$ cat src/rtl/cpu_types_pkg.sv
// Shared CPU datapath types: machine word, register index and the
// writeback-queue entry used between execute and the register file.
package cpu_types_pkg;
    typedef logic [31:0] word_t;
    typedef logic [4:0]  regbits_t;

    typedef struct packed {
        regbits_t wsel;
        word_t    wdat;
    } wbq_entry_t;
endpackage

$ cat src/rtl/wb_write_queue_if.sv
// Handshake bundle for the writeback queue: enqueue side, register-file
// drain port and the two decode-stage forwarding lookups.
interface wb_write_queue_if #(
    parameter int DEPTH = 4
);
    import cpu_types_pkg::*;

    localparam int CW = $clog2(DEPTH + 1);

    logic          enq_valid;
    logic          enq_ready;
    regbits_t      enq_wsel;
    word_t         enq_wdat;
    logic          drain_en;
    logic          rf_WEN;
    regbits_t      rf_wsel;
    word_t         rf_wdat;
    regbits_t      rsel1;
    regbits_t      rsel2;
    logic          fwd_hit1;
    logic          fwd_hit2;
    word_t         fwd_dat1;
    word_t         fwd_dat2;
    logic [CW-1:0] count;
    logic          empty;

    modport master (
        output enq_valid, enq_wsel, enq_wdat, drain_en, rsel1, rsel2,
        input  enq_ready, rf_WEN, rf_wsel, rf_wdat,
        input  fwd_hit1, fwd_hit2, fwd_dat1, fwd_dat2, count, empty
    );

    modport slave (
        input  enq_valid, enq_wsel, enq_wdat, drain_en, rsel1, rsel2,
        output enq_ready, rf_WEN, rf_wsel, rf_wdat,
        output fwd_hit1, fwd_hit2, fwd_dat1, fwd_dat2, count, empty
    );
endinterface

$ cat src/rtl/wb_write_queue_match.sv
// Youngest-match search over the occupied queue slots for one read port.
// Slots are walked oldest to youngest so the last hit wins.
module wbq_match
    import cpu_types_pkg::*;
#(
    parameter int DEPTH = 4,
    parameter int PW    = $clog2(DEPTH),
    parameter int CW    = $clog2(DEPTH + 1)
) (
    input  wbq_entry_t [DEPTH-1:0] i_entries,
    input  logic [PW-1:0]          i_head,
    input  logic [CW-1:0]          i_count,
    input  regbits_t               i_rsel,
    output logic                   o_hit,
    output word_t                  o_dat
);
    always_comb begin
        o_hit = 1'b0;
        o_dat = '0;
        for (int i = 0; i < DEPTH; i++) begin
            if ((CW'(i) < i_count) && (i_rsel != '0) &&
                (i_entries[i_head + PW'(i)].wsel == i_rsel)) begin
                o_hit = 1'b1;
                o_dat = i_entries[i_head + PW'(i)].wdat;
            end
        end
    end
endmodule

$ cat src/rtl/wb_write_queue.sv
// In-order writeback queue between execute and a single register-file write
// port, with forwarding of the youngest pending value to two read selects.
module wb_write_queue
    import cpu_types_pkg::*;
#(
    parameter int DEPTH = 4
) (
    input logic                clk,
    input logic                nRST,
    wb_write_queue_if.slave    bus
);
    localparam int PW = $clog2(DEPTH);
    localparam int CW = $clog2(DEPTH + 1);

    wbq_entry_t [DEPTH-1:0] r_q;
    logic [PW-1:0]          r_head;
    logic [PW-1:0]          r_tail;
    logic [CW-1:0]          r_count;

    logic       w_empty;
    logic       w_accept;
    logic       w_enq;
    logic       w_deq;
    wbq_entry_t w_head_ent;

    assign w_empty    = (r_count == '0);
    assign w_head_ent = r_q[r_head];

    // Writes to r0 complete the handshake but are dropped, never stored.
    assign w_accept = bus.enq_valid && bus.enq_ready;
    assign w_enq    = w_accept && (bus.enq_wsel != '0);
    assign w_deq    = bus.drain_en && !w_empty;

    assign bus.enq_ready = (r_count < CW'(DEPTH));
    assign bus.rf_WEN    = w_deq;
    assign bus.rf_wsel   = w_empty ? '0 : w_head_ent.wsel;
    assign bus.rf_wdat   = w_empty ? '0 : w_head_ent.wdat;
    assign bus.count     = r_count;
    assign bus.empty     = w_empty;

    always_ff @(posedge clk or negedge nRST) begin
        if (!nRST) begin
            r_q     <= '0;
            r_head  <= '0;
            r_tail  <= '0;
            r_count <= '0;
        end else begin
            if (w_enq) begin
                r_q[r_tail] <= '{wsel: bus.enq_wsel, wdat: bus.enq_wdat};
                r_tail      <= r_tail + 1'b1;
            end
            if (w_deq) begin
                r_head <= r_head + 1'b1;
            end
            case ({w_enq, w_deq})
                2'b10:   r_count <= r_count + 1'b1;
                2'b01:   r_count <= r_count - 1'b1;
                default: r_count <= r_count;
            endcase
        end
    end

    // Lookups see registered state only, so a same-cycle enqueue is invisible
    // and the head being drained this cycle still forwards.
    wbq_match #(.DEPTH(DEPTH), .PW(PW), .CW(CW)) u_match1 (
        .i_entries (r_q),
        .i_head    (r_head),
        .i_count   (r_count),
        .i_rsel    (bus.rsel1),
        .o_hit     (bus.fwd_hit1),
        .o_dat     (bus.fwd_dat1)
    );

    wbq_match #(.DEPTH(DEPTH), .PW(PW), .CW(CW)) u_match2 (
        .i_entries (r_q),
        .i_head    (r_head),
        .i_count   (r_count),
        .i_rsel    (bus.rsel2),
        .o_hit     (bus.fwd_hit2),
        .o_dat     (bus.fwd_dat2)
    );
endmodule
$ cat src/flat_wrapper.sv
// flat-port wrapper written by rule: the top's interface ports become plain ports
module wb_write_queue_flat import cpu_types_pkg::*;
#(
    parameter int DEPTH = 4
)
  (clk, nRST, bus_enq_valid, bus_enq_wsel, bus_enq_wdat, bus_drain_en, bus_rsel1, bus_rsel2, bus_enq_ready, bus_rf_WEN, bus_rf_wsel, bus_rf_wdat, bus_fwd_hit1, bus_fwd_hit2, bus_fwd_dat1, bus_fwd_dat2, bus_count, bus_empty);
  wb_write_queue_if #(.DEPTH(DEPTH)) bus_i ();
  input logic clk;
  input logic nRST;
  input wire logic [$bits(bus_i.enq_valid)-1:0] bus_enq_valid;
  input wire logic [$bits(bus_i.enq_wsel)-1:0] bus_enq_wsel;
  input wire logic [$bits(bus_i.enq_wdat)-1:0] bus_enq_wdat;
  input wire logic [$bits(bus_i.drain_en)-1:0] bus_drain_en;
  input wire logic [$bits(bus_i.rsel1)-1:0] bus_rsel1;
  input wire logic [$bits(bus_i.rsel2)-1:0] bus_rsel2;
  output wire logic [$bits(bus_i.enq_ready)-1:0] bus_enq_ready;
  output wire logic [$bits(bus_i.rf_WEN)-1:0] bus_rf_WEN;
  output wire logic [$bits(bus_i.rf_wsel)-1:0] bus_rf_wsel;
  output wire logic [$bits(bus_i.rf_wdat)-1:0] bus_rf_wdat;
  output wire logic [$bits(bus_i.fwd_hit1)-1:0] bus_fwd_hit1;
  output wire logic [$bits(bus_i.fwd_hit2)-1:0] bus_fwd_hit2;
  output wire logic [$bits(bus_i.fwd_dat1)-1:0] bus_fwd_dat1;
  output wire logic [$bits(bus_i.fwd_dat2)-1:0] bus_fwd_dat2;
  output wire logic [$bits(bus_i.count)-1:0] bus_count;
  output wire logic [$bits(bus_i.empty)-1:0] bus_empty;
  assign bus_i.enq_valid = bus_enq_valid;
  assign bus_i.enq_wsel = bus_enq_wsel;
  assign bus_i.enq_wdat = bus_enq_wdat;
  assign bus_i.drain_en = bus_drain_en;
  assign bus_i.rsel1 = bus_rsel1;
  assign bus_i.rsel2 = bus_rsel2;
  assign bus_enq_ready = bus_i.enq_ready;
  assign bus_rf_WEN = bus_i.rf_WEN;
  assign bus_rf_wsel = bus_i.rf_wsel;
  assign bus_rf_wdat = bus_i.rf_wdat;
  assign bus_fwd_hit1 = bus_i.fwd_hit1;
  assign bus_fwd_hit2 = bus_i.fwd_hit2;
  assign bus_fwd_dat1 = bus_i.fwd_dat1;
  assign bus_fwd_dat2 = bus_i.fwd_dat2;
  assign bus_count = bus_i.count;
  assign bus_empty = bus_i.empty;
  wb_write_queue #(.DEPTH(DEPTH)) u_core (.clk(clk), .nRST(nRST), .bus(bus_i));
endmodule
$ cat config.mk
export PLATFORM = sky130hd
export DESIGN_NAME = wb_write_queue_flat
export DESIGN_NICKNAME = d
export VERILOG_FILES = /design/src/rtl/cpu_types_pkg.sv /design/src/rtl/wb_write_queue_if.sv /design/src/rtl/wb_write_queue_match.sv /design/src/rtl/wb_write_queue.sv /design/src/flat_wrapper.sv
export SDC_FILE = /design/constraint.sdc
export NUM_CORES = 1
export LEC_CHECK = 0
export CAP_MARGIN = 20
export CORE_UTILIZATION = 30
export DETAILED_ROUTE_END_ITERATION = 16
export SYNTH_ARGS = -nofsm -noshare
export SYNTH_HDL_FRONTEND = slang
export SYNTH_HIERARCHICAL = 1
export SYNTH_SLANG_ARGS = --single-unit
$ cat constraint.sdc
create_clock -name clk -period 5.5 [get_ports clk]
set_input_delay 1.1 -clock clk [delete_from_list [all_inputs] [get_ports clk]]
set_output_delay 1.1 -clock clk [all_outputs]
set_load 0.005 [all_outputs]
After elaboration in Yosys (flattened, before gate mapping)
Index checks and enable logic that the tools add are counted.
Operators by class
  $add $sub $neg: 6
  $lt $le $gt $ge: 11
  equality and inequality tests: 10
  muxes and demuxes: 30
  reduce and logical (&&, ||, !) cells: 26
Operators by type and width (number)
  37-bit binary-select mux with 2-bit select: 4
  32-bit two-way mux: 9
  37-bit two-way mux: 5
  148-bit bitwise mux: 1
  37-bit demux with 2-bit select: 1
  5-bit == test: 8
  1-bit logical AND: 20
  2-bit by 3-bit < comparator with 1-bit output (second input constant): 5
  5-bit nonzero test: 3
  1-bit two-way mux: 8
  1-bit by 3-bit < comparator with 1-bit output (first input constant): 2
  2-bit by 3-bit < comparator with 1-bit output (first input constant): 2
  3-bit case mux with 2 select lines: 1
  5-bit two-way mux: 1
  2-bit by 1-bit adder with 2-bit output (second input constant): 2
  2-bit adder (second input constant): 2
  3-bit by 1-bit adder with 3-bit output (second input constant): 1
  3-bit logical NOT: 1
  3-bit < comparator (second input constant): 1
  3-bit by 1-bit subtractor with 3-bit output (second input constant): 1
  2-bit by 1-bit == test with 1-bit output (second input constant): 1
  2-bit == test (second input constant): 1
  2-bit by 1-bit >= comparator with 1-bit output (second input constant): 1
  2-bit nonzero test: 1
  1-bit logical NOT: 1
Storage, ports and cells
  register bits: 155
  input port bits: 51
  output and inout port bits: 109
  word-level logic and storage cells: 94

Longest topological paths before layout
  depth in word-level cells: 8
  mapped depth: 11
  gate-level depth less buffers: 9

By module
The synthesis kept the hierarchy.
By module, submodules not included
  wbq_match: instances 2, cells an instance 618, area each 5017.3 um2, sequential area each 0.0 um2
  wb_write_queue: instances 1, cells an instance 448, area each 7126.8 um2, sequential area each 3878.7 um2

Worst setup path before layout
OpenSTA, ideal clock, no wires.
  path kind: input -> output
  start point: in bus_rsel1[2]
  end point: out bus_fwd_dat1[26]
  arrival: 3.080 ns
  required time: 4.400 ns
  path slack: 1.320 ns
  cell stages on the path: 8
  cells stage by stage: clkbuf_1 -> nand2_1 -> mux2_2 -> a2111oi_4 -> buf_6 -> a221o_1 -> a32oi_1 -> o32ai_1
On the way
  word-level cells in the longest chain between the ends: 7
  elaborated cells between the ends (all ways): 17
  those cells by class: eq/ne: 4; mux: 4; reduce/logical: 9
RTL lines
  from (decl): RTL line flat_wrapper.sv:14  | input wire logic [$bits(bus_i.rsel1)-1:0] bus_rsel1;
  5-bit nonzero test: RTL line wb_write_queue_match.sv:21  | if ((CW'(i) < i_count) && (i_rsel != '0) &&
  1-bit logical AND (2 in series): RTL line wb_write_queue_match.sv:21
  32-bit two-way mux (3 in series): RTL line wb_write_queue_match.sv:21
  32-bit two-way mux (*): RTL line wb_write_queue_match.sv:21
  to (decl): RTL line flat_wrapper.sv:22  | output wire logic [$bits(bus_i.fwd_dat1)-1:0] bus_fwd_dat1;
Every way passes the cells marked *; elsewhere a longest branch is shown, timed or not.

Final worst setup path
  start point: in bus_rsel2[1]
  end point: out bus_fwd_dat2[16]
On the way
  word-level cells in the longest chain between the ends: 7
  elaborated cells between the ends (all ways): 17
  those cells by class: eq/ne: 4; mux: 4; reduce/logical: 9
RTL lines
  from (decl): RTL line flat_wrapper.sv:15  | input wire logic [$bits(bus_i.rsel2)-1:0] bus_rsel2;
  5-bit nonzero test: RTL line wb_write_queue_match.sv:21
  1-bit logical AND (2 in series): RTL line wb_write_queue_match.sv:21
  32-bit two-way mux (3 in series): RTL line wb_write_queue_match.sv:21
  32-bit two-way mux (*): RTL line wb_write_queue_match.sv:21
  to (decl): RTL line flat_wrapper.sv:23  | output wire logic [$bits(bus_i.fwd_dat2)-1:0] bus_fwd_dat2;
Marks and branches as above.

==> flow_summary.json <==
{
  "synth_flop_cell": "dfrtp_1",
  "power_density_mw_per_mm2": 783,
  "final.min_clock_period_ns": 5.47,
  "clock_skew_ns": 0.0157,
  "antenna_cells": 0,
  "synth_top_area_share_pct": 22.6,
  "max-cap-violations": 0,
  "slew_violations": 0,
  "peakVddDrop_uv": 545,
  "holdWs_ns": 0.583,
  "place_area_mm2": 0.0197,
  "hp-class": "flop to flop",
  "grt_util_all_layers_pct": 22.6,
  "hold_viol": 0,
  "vias": 16600,
  "clockPowerShare_pct": 7.4,
  "cts_buffers": 17,
  "hold_buffers": 0,
  "syn_inst": 1684,
  "rows": 87,
  "layout_commonest_cell": "mux2_2",
  "seq_area_frac_synth_pct": 22.6,
  "max_freq_ghz": 0.183,
  "synth_area_leader_cell": "dfrtp_1",
  "dieHeight_um": 241,
  "syn_to_final_growth_pct": 19.1,
  "total_power_mw": 16.0,
  "initial_utilization_pct": 30.4,
  "avgSynthCellArea_um2": 10.2,
  "grt_max_degree": 154,
  "cts-htree-levels": 4,
  "clk_latency_ns": 0.49,
  "vias_per_cell": 6.53,
  "slew_headroom_pct": 26.9,
  "cts_tree": "done",
  "p_int_mw": 8.14,
  "status": "finished clean",
  "netSwitchingPower_mw": 7.87,
  "topRoutingLayerUsed": "met5",
  "clk_pin_slew_ns": 0.06,
  "drt_iter0_markers": 1865,
  "syn-cell-area_mm2": 0.0172,
  "arrival_ns": 4.37,
  "netlist_top_cells_area": "dfrtp_1 (23%), mux2_2 (12%), mux4_2 (9.3%)",
  "worstSetupPathType": "primary input to output port",
  "cts-root-buf": "clkbuf_16",
  "wl_met3_um": 5300,
  "synth-seq-cells": 155,
  "wl_met1_um": 27200,
  "yosys_warnings": 6,
  "fin_tns_setup_ns": 0,
  "synth-edff-count": 0,
  "crit_required_ns": 4.40,
  "wl_met2_um": 32700,
  "final_cell_mix": "mux2_2 (189), clkdlybuf4s50_1 (157), dfrtp_1 (153), mux2i_1 (144), a211oi_1 (128)",
  "wl_per_cell_um": 26.5,
  "wl_um": 67200,
  "post-route-period-util_pct": 99.4,
  "first_global_vias": 16200,
  "die-area_mm2": 0.0582,
  "dp_hpwl_um": 43100,
  "path_max_fanout": 18,
  "ys_types": 56,
  "setup_violations": 0,
  "start_kind": "primary input",
  "cts_buffer_depth": 2,
  "drive_above_1_share_pct": 27.6,
  "async_flop_share_pct": 100,
  "antenna_found_initial": 2,
  "swShare_pct": 49.2,
  "drc": 0,
  "nNetsFinal": 1825,
  "die_w_um": 241,
  "worstMarginPinSlew_ns": 1.09,
  "synth_nets": 1741,
  "cp-end-kind": "output port",
  "core_area_mm2": 0.0565,
  "port_buffers": 159,
  "design_area_mm2": 0.0204,
  "drtPass1Iterations": 5,
  "finish.utilization_pct": 36.2,
  "grt_overflow": 0,
  "clock-sinks": 155,
  "grt_pass1_wl_um": 100000,
  "detail-route-antenna-nets": 0,
  "p_leak_nw": 7.30,
  "seq_power_share_pct": 18.1,
  "pin_count": 160,
  "routabilityCongestion": 0.847,
  "power_frac_comb_pct": 74.6
}
==> registers in the layout, summed over array words and instances (netlist names) <==
register	cells
u_core/bus.count	3
u_core/r_head	2
u_core/r_q	148
u_core/r_tail	2
==> cells by family after synthesis <==
| group | share of synthesized area, % |
|---|---|
| AOI/OAI and AO/OA | 27.2 |
| xor gates and xnor gates | 2.25 |
| adders and majority gates | 0.481 |
| buffers and inverters | 7.31 |
| DFF | 22.6 |
| muxes | 30.6 |
| and+or+nand+nor | 9.57 |
==> cells in the mapped netlist (3+ instances only) <==
master	number
nand2_1	12
nor2b_1	62
clkbuf_1	99
mux2_2	189
inv_1	8
dfrtp_1	155
o32ai_1	64
or3_1	65
o211a_1	3
a211oi_1	128
nand2b_1	4
a21oi_1	4
buf_4	12
nand3_1	5
a221o_1	60
buf_2	55
o221a_1	40
mux2_1	5
and2_1	38
a31oi_1	62
a22o_1	20
a32oi_1	64
mux2i_1	145
a21boi_2	4
ha_1	5
buf_6	38
o221a_2	24
and3b_1	4
buf_1	16
o21ai_0	68
xor2_1	28
xnor2_1	16
mux4_2	71
nor3_1	66
nor2_1	8
==> layer usage <==
layer / track usage [%] / vias up
met5: 0 / -
met2: 37.9 / 890
met3: 4.59 / 182
met1: 28.7 / 8403
met4: 7.92 / 4
li1: - / 7096
==> timing repair <==
action / 4_1_cts / 5_1_grt
setup endpoints to repair: 12 / 36
setup buffers: 2 / 5
gates resized for setup: 2 / 11
pin swaps: 0 / 3
gates cloned: 0 / 1
==> final timing paths <==
check / startpoint / endpoint / slack, ns / cells after the start
hold / removal: u_core/r_tail[1] / u_core/r_tail[1] / 0.58 / 1
hold reg to reg: u_core/r_tail[1] / u_core/r_tail[1] / 0.58 / 1
min in group asynchronous: nRST / u_core/r_q[45] / 0.66 / 1
max in group asynchronous: nRST / u_core/r_q[98] / 3.75 / 2
setup / recovery: bus_rsel2[1] / bus_fwd_dat2[16] / 0.03 / 10
setup reg to reg: u_core/bus.count[2] / u_core/bus.count[2] / 2.50 / 8
==> cell type report <==
class	count	area [µm²]
fillers	5560	36100
multi-input cells	1302	12200
flip-flops and latches	155	3890
repair buffers	284	2790
well taps	756	946
clock buffers	20	447
clock inverters	12	114
inverters	8	30.0
==> metrics by stage <==
stage               worst slack (ns)  std cells
floorplan                       1.32       1684
global placement             -0.0874       2496
detailed placement            -0.126       2497
CTS                           0.0256       2531
global route                -0.00339       2537
finish                        0.0316       2537
==> critical path, cell delays in order <==
cell and delay, ns:
clkdlybuf4s50_1 0.56, buf_4 0.18, xor2_1 0.58, a2111oi_4 0.09
buf_12 0.20, a22oi_4 0.49, buf_4 0.33, o32ai_2 0.16
buf_4 0.16, clkdlybuf4s50_1 0.50
==> power by group through the flow <==
| stage | Sequential, mW | Combinational, mW | Clock (mW) |
|---|---|---|---|
| floorplan | 2.38 | 7.81 | 0 |
| global placement | 2.88 | 11.2 | 0 |
| detailed placement | 2.93 | 11.5 | 0 |
| CTS | 2.87 | 11.6 | 1.21 |
| global route | 3.00 | 12.7 | 1.26 |
| finish | 2.89 | 11.9 | 1.18 |
No activity file was read; power rests on OpenSTA's default activity.
